$ cat config.mk
export PLATFORM = sky130hd
export DESIGN_NAME = dda_step_decoder
export DESIGN_NICKNAME = d
export VERILOG_FILES = /design/src/rtl/dda_step_decoder.sv
export SDC_FILE = /design/constraint.sdc
export NUM_CORES = 1
export LEC_CHECK = 0
export BUFFER_PORTS_ARGS = -buffer_cell sky130_fd_sc_hd__buf_2
export CAP_MARGIN = 20
export CORE_MARGIN = 2
export CORE_UTILIZATION = 36
export DETAILED_ROUTE_END_ITERATION = 7
export GPL_ROUTABILITY_DRIVEN = 0
export PLACE_DENSITY_LB_ADDON = 0.1
export SLEW_MARGIN = 0
export SYNTH_ARGS = -nofsm -noshare
export SYNTH_HDL_FRONTEND = slang
export SYNTH_SLANG_ARGS = --single-unit
$ cat constraint.sdc
create_clock -name clk -period 6.86 [get_ports clk]
set_input_delay 0.343 -clock clk [delete_from_list [all_inputs] [get_ports clk]]
set_output_delay 0.343 -clock clk [all_outputs]
set_load 0.1 [all_outputs]
$ cat src/rtl/dda_step_decoder.sv
// Decodes a Pulse/Dir step stream into an absolute position and per-window
// sign-magnitude velocity samples queued in a 4-entry first-word-fall-through FIFO.
module dda_step_decoder #(
    parameter int SAMPLE_DIV = 1000,
    parameter int POS_W      = 16
) (
    input  logic                    clk,
    input  logic                    rst_n,
    input  logic                    Pulse,
    input  logic                    Dir,
    input  logic                    RD,
    input  logic                    CLR,
    output logic signed [POS_W-1:0] Pos,
    output logic [7:0]              Q,
    output logic                    Flag_empty,
    output logic                    Flag_full,
    output logic                    Flag_ovf,
    output logic                    Flag_T
);

    localparam int WIN_W = (SAMPLE_DIV > 1) ? $clog2(SAMPLE_DIV) : 1;
    localparam logic [WIN_W-1:0] WIN_LAST = WIN_W'(SAMPLE_DIV - 1);

    function automatic logic signed [8:0] net_add(input logic signed [8:0] n, input logic up);
        logic signed [9:0] t;
        t = 10'(n) + (up ? 10'sd1 : -10'sd1);
        if (t > 10'sd255)
            return 9'sd255;
        if (t < -10'sd255)
            return -9'sd255;
        return t[8:0];
    endfunction

    function automatic logic [7:0] to_sample(input logic signed [8:0] n);
        logic [8:0] mag;
        mag = n[8] ? 9'(-n) : 9'(n);
        return {(n > 9'sd0), (mag > 9'd127) ? 7'd127 : mag[6:0]};
    endfunction

    logic                    pulse_s1, pulse_s2, pulse_d;
    logic                    dir_s1, dir_s2;
    logic [2:0]              sync_fill;
    logic                    rd_d, clr_d;
    logic                    vld_p0, dir_p0, pop_p0, clr_p0;
    logic                    vld_p1;
    logic [7:0]              sample_p1;
    logic signed [8:0]       net, net_cur;
    logic [WIN_W-1:0]        win;
    logic                    close;

    logic [7:0]              mem [0:3];
    logic [1:0]              rd_ptr, wr_ptr, rd_nxt;
    logic [2:0]              count, count_nxt;
    logic                    pop_ok, wr_en, drop;
    logic [7:0]              q_nxt;

    assign close = (win == WIN_LAST);

    always_comb begin
        net_cur = net;
        if (vld_p0)
            net_cur = net_add(net, dir_p0);
    end

    // stage p0: synchronize inputs and register step/pop/clear events
    always_ff @(posedge clk or negedge rst_n) begin
        if (!rst_n) begin
            pulse_s1  <= 1'b0;
            pulse_s2  <= 1'b0;
            pulse_d   <= 1'b0;
            dir_s1    <= 1'b0;
            dir_s2    <= 1'b0;
            sync_fill <= 3'b000;
            rd_d      <= 1'b0;
            clr_d     <= 1'b0;
            vld_p0    <= 1'b0;
            pop_p0    <= 1'b0;
            clr_p0    <= 1'b0;
        end else begin
            pulse_s1  <= Pulse;
            pulse_s2  <= pulse_s1;
            pulse_d   <= pulse_s2;
            dir_s1    <= Dir;
            dir_s2    <= dir_s1;
            // edge register only trusted once it holds a sampled Pulse, so a
            // Pulse held high across reset release is not taken as a step
            sync_fill <= {sync_fill[1:0], 1'b1};
            rd_d      <= RD;
            clr_d     <= CLR;
            vld_p0    <= pulse_s2 & ~pulse_d & sync_fill[2];
            pop_p0    <= RD & ~rd_d;
            clr_p0    <= CLR & ~clr_d;
        end
    end

    // stage p1: position, window accumulator and window close
    always_ff @(posedge clk or negedge rst_n) begin
        if (!rst_n) begin
            Pos    <= '0;
            net    <= '0;
            win    <= '0;
            vld_p1 <= 1'b0;
        end else if (clr_p0) begin
            Pos    <= '0;
            net    <= '0;
            win    <= '0;
            vld_p1 <= 1'b0;
        end else begin
            if (vld_p0)
                Pos <= dir_p0 ? Pos + POS_W'(1) : Pos - POS_W'(1);
            if (close) begin
                win    <= '0;
                net    <= '0;
                vld_p1 <= 1'b1;
            end else begin
                win    <= win + WIN_W'(1);
                net    <= net_cur;
                vld_p1 <= 1'b0;
            end
        end
    end

    always_ff @(posedge clk) begin
        dir_p0 <= dir_s2;
        if (close)
            sample_p1 <= to_sample(net_cur);
    end

    always_comb begin
        pop_ok    = pop_p0 && (count != 3'd0);
        wr_en     = vld_p1 && ((count != 3'd4) || pop_ok);
        drop      = vld_p1 && (count == 3'd4) && !pop_ok;
        count_nxt = count;
        if (wr_en && !pop_ok)
            count_nxt = count + 3'd1;
        else if (!wr_en && pop_ok)
            count_nxt = count - 3'd1;
        rd_nxt = pop_ok ? rd_ptr + 2'd1 : rd_ptr;
        q_nxt  = 8'd0;
        // the head is the sample being written only when it lands in an empty queue
        if (count_nxt != 3'd0)
            q_nxt = (wr_en && (wr_ptr == rd_nxt)) ? sample_p1 : mem[rd_nxt];
    end

    // stage p2: FIFO update and registered outputs
    always_ff @(posedge clk or negedge rst_n) begin
        if (!rst_n) begin
            rd_ptr     <= '0;
            wr_ptr     <= '0;
            count      <= '0;
            Q          <= 8'd0;
            Flag_empty <= 1'b1;
            Flag_full  <= 1'b0;
            Flag_ovf   <= 1'b0;
            Flag_T     <= 1'b0;
        end else begin
            Flag_T <= Flag_T ^ vld_p1;
            if (clr_p0) begin
                rd_ptr     <= '0;
                wr_ptr     <= '0;
                count      <= '0;
                Q          <= 8'd0;
                Flag_empty <= 1'b1;
                Flag_full  <= 1'b0;
                Flag_ovf   <= 1'b0;
            end else begin
                rd_ptr     <= rd_nxt;
                count      <= count_nxt;
                Q          <= q_nxt;
                Flag_empty <= (count_nxt == 3'd0);
                Flag_full  <= (count_nxt == 3'd4);
                if (wr_en)
                    wr_ptr <= wr_ptr + 2'd1;
                if (drop)
                    Flag_ovf <= 1'b1;
            end
        end
    end

    always_ff @(posedge clk) begin
        if (wr_en && !clr_p0)
            mem[wr_ptr] <= sample_p1;
    end

endmodule

==> reports/metrics.cfg <==
[outcome]
status=finished, final reports clean

[worst_setup_path]
crit_fanout=23
start_kind=flop
cp.required_ps=7050
reg2reg_depth=11
worstPathArrival_ps=4170
crit_path_end_kind=flop
worstSetupPathType=reg -> reg

[clock_tree]
cts_sinks=109
cts_resized=0
clk_pin_slew_ps=80
clk_path_buf_depth=2
clk_latency_ps=350
htreeDepth=3
cts_hold_buf=0
cts_tree=done
cts_setup_buffers=0
ctsRootBufferMaster=clkbuf_16
numCtsBuffers=9

[layout]
n_fill_cell=1515
layout_common_cells=nor2_1, dfrtp_1, edfxtp_1
instances_no_fill=761
area_growth_pct=12.46
multi_input_area_sq_um=2743
regArea_sq_um=2924
nets=579
antennaDiodeCount=0
layout_commonest_cell=nor2_1
drive_gt1_share_pct=15.23

[placed_design]
io_buffers=33
dp_hpwl_um=7650
dp_cells=745

[logic_synthesis]
yosys_most_used_dff=dfrtp_1
netlist_area_sq_um=5793
synthArstFlopShare_pct=62.39
syn_inst=506
ys_types=78
synth_seq_cells=109
syn_nets=545
synth_edf_count=40
postSynthAreaPerCell_sq_um=11.45
ys.warnings.count=0
ys_seq_area_share_pct=50.48

[route]
dr_wl_met2_um=5458
wl_met1_um=5139
drtIter0Drc=181
route.detailed.drc=0
via_per_inst=5.042
vias=3837
routedWlPerCell_um=14.53
highest_layer=met4
drtPass1Iterations=5
antenna_left=0
wl_met3_um=287
wl_um=11050

[global_routing]
grt_max_degree=69
track_usage_pct=14.24
grt_pass1_vias=3812
gr-total-overflow=0
grt_antenna_before_repair=0
grt_pass1_wl_um=19050

[timing]
finClkSkew_ps=6.261
max_freq_ghz=0.2512
worst_pin_slew_ps=889.6
rsz0062_at_grt=no
period_needed_ps=3982
maxSlewViolCount=0
tns_ps=0
setup-violations-final=0
period_share_pct=58.04
maxSlewHeadroom_pct=40.40
hold_viol=0

[floorplan]
fp.dieW_um=130.9
die_y_um=130.9
num_rows=46
initial_utilization_pct=36.60
fp.coreArea_sq_um=15830
fp.dieArea_sq_um=17120
io_pins=34

[power]
power_density_nw_per_um2=286.2
clkPwrFrac_pct=29.5
pwr-share-comb_pct=30.2
pwr-share-seq_pct=40.4
p_int_mw=1.205
power.net_switching_mw=0.6602
p_leak_nw=2.849
swShare_pct=35.40
max-vdd-ir-drop_uv=188.4

[hold_path]
min_path_cells=1
hp-class=in -> reg

[job]
max_cap_violations=0

metrics by stage:
stage	util [%]	total power, mW	setup slack [ps]	instance area, sq um	hold WS [ps]
CTS	41.16	1.890	2863	6515	86.62
finish	41.16	1.865	2878	6515	102.2
detailed placement	39.14	1.328	2889	6195	334.7
floorplan	-	1.223	3376	5793	47.41
global route	41.16	1.979	2602	6515	81.52
global placement	39.14	1.329	2942	6195	332.4
final cells by class:
cell class | count | share of cell area [%]
Sequential cell | 109 | 44.88
Multi-Input combinational cell | 366 | 42.10
Tap cell | 216 | 4.148
Clock buffer | 10 | 3.668
Timing Repair Buffer | 36 | 2.919
Clock inverter | 6 | 1.248
Inverter | 18 | 1.037
path summary, 6_finish.rpt:
path / slack, ps / startpoint / endpoint
hold reg to reg: 350 / dir_s1$_DFF_PN0_ / dir_s2$_DFF_PN0_
setup reg to reg: 2880 / dir_p0$_DFF_P_ / sample_p1[5]$_SDFFCE_PN1P_
hold / removal: 100 / Pulse / pulse_s1$_DFF_PN0_
max in group asynchronous: 6180 / rst_n / vld_p0$_DFF_PN0_
min in group asynchronous: 110 / rst_n / count[0]$_DFF_PN0_
setup / recovery: 2880 / dir_p0$_DFF_P_ / sample_p1[5]$_SDFFCE_PN1P_
sequential cells by signal, summed over array words and instances, names as in the netlist, 2 cells and up:
signal / flops
Pos: 16
Q: 8
count: 3
mem: 32
net: 9
rd_ptr: 2
sample_p1: 8
sync_fill: 3
win: 10
wr_ptr: 2
power groups by stage:
stage               Combinational [mW]  Sequential, mW  Clock, mW
detailed placement               0.563           0.766          0
finish                           0.563           0.753      0.549
floorplan                        0.345           0.878          0
global route                     0.619           0.761      0.599
CTS                              0.564           0.753      0.573
global placement                 0.560           0.768          0
synthesized netlist by cell type (4+ instances only):
library cell	count	area, sq um
nand2b_1	7	43.79
a21o_1	5	37.54
nand3_1	10	50.05
and3_1	5	31.28
edfxtp_1	40	1201
a31oi_1	4	25.02
or2_2	5	31.28
o21ai_1	4	20.02
o22ai_1	5	31.28
o21ai_0	11	55.05
inv_1	18	67.56
mux2i_1	22	220.2
dfrtp_1	67	1677
a22oi_1	5	37.54
nor3_1	10	50.05
clkbuf_1	7	26.28
and2_1	7	43.79
nand2_1	17	63.81
xor2_1	10	87.58
nor2_1	76	285.3
ha_1	31	387.9
a21oi_1	21	105.1
xnor2_1	25	219.0
o21a_1	5	37.54
mux4_2	5	112.6
nor2b_1	8	50.05
critical path: stages, from the launching register on:
cell and delay [ps]:
dfxtp_1 350, inv_1 620, ha_1 480, o21a_4 260, o21a_1 240, a311oi_1 330, o311ai_0 220, o22ai_1 340
inv_1 160, nor4_4 340, mux2_4 320, a22oi_1 180
metal layers:
| metal | GRT usage [%] | up-vias |
|---|---|---|
| met1 | 17.86 | 1857 |
| met3 | 2.891 | 15 |
| met4 | 5.069 | 0 |
| met5 | 0 | - |
| li1 | - | 1906 |
| met2 | 24.51 | 59 |
logic make-up (layout without fill, tap and decap cells):
kind of cell	Yosys count	in the layout	synth area share [%]
adder cells (fa/ha/maj)	33	33	7.387
AO/OA/AOI/OAI	100	100	12.64
buffers and inverters	31	70	2.311
multiplexers	32	32	7.559
AND/OR/NAND/NOR	165	165	14.28
other	1	1	0.06473
XOR/XNOR	35	35	5.292
flip-flops	109	109	50.48
(Power assumes the default switching activity.)
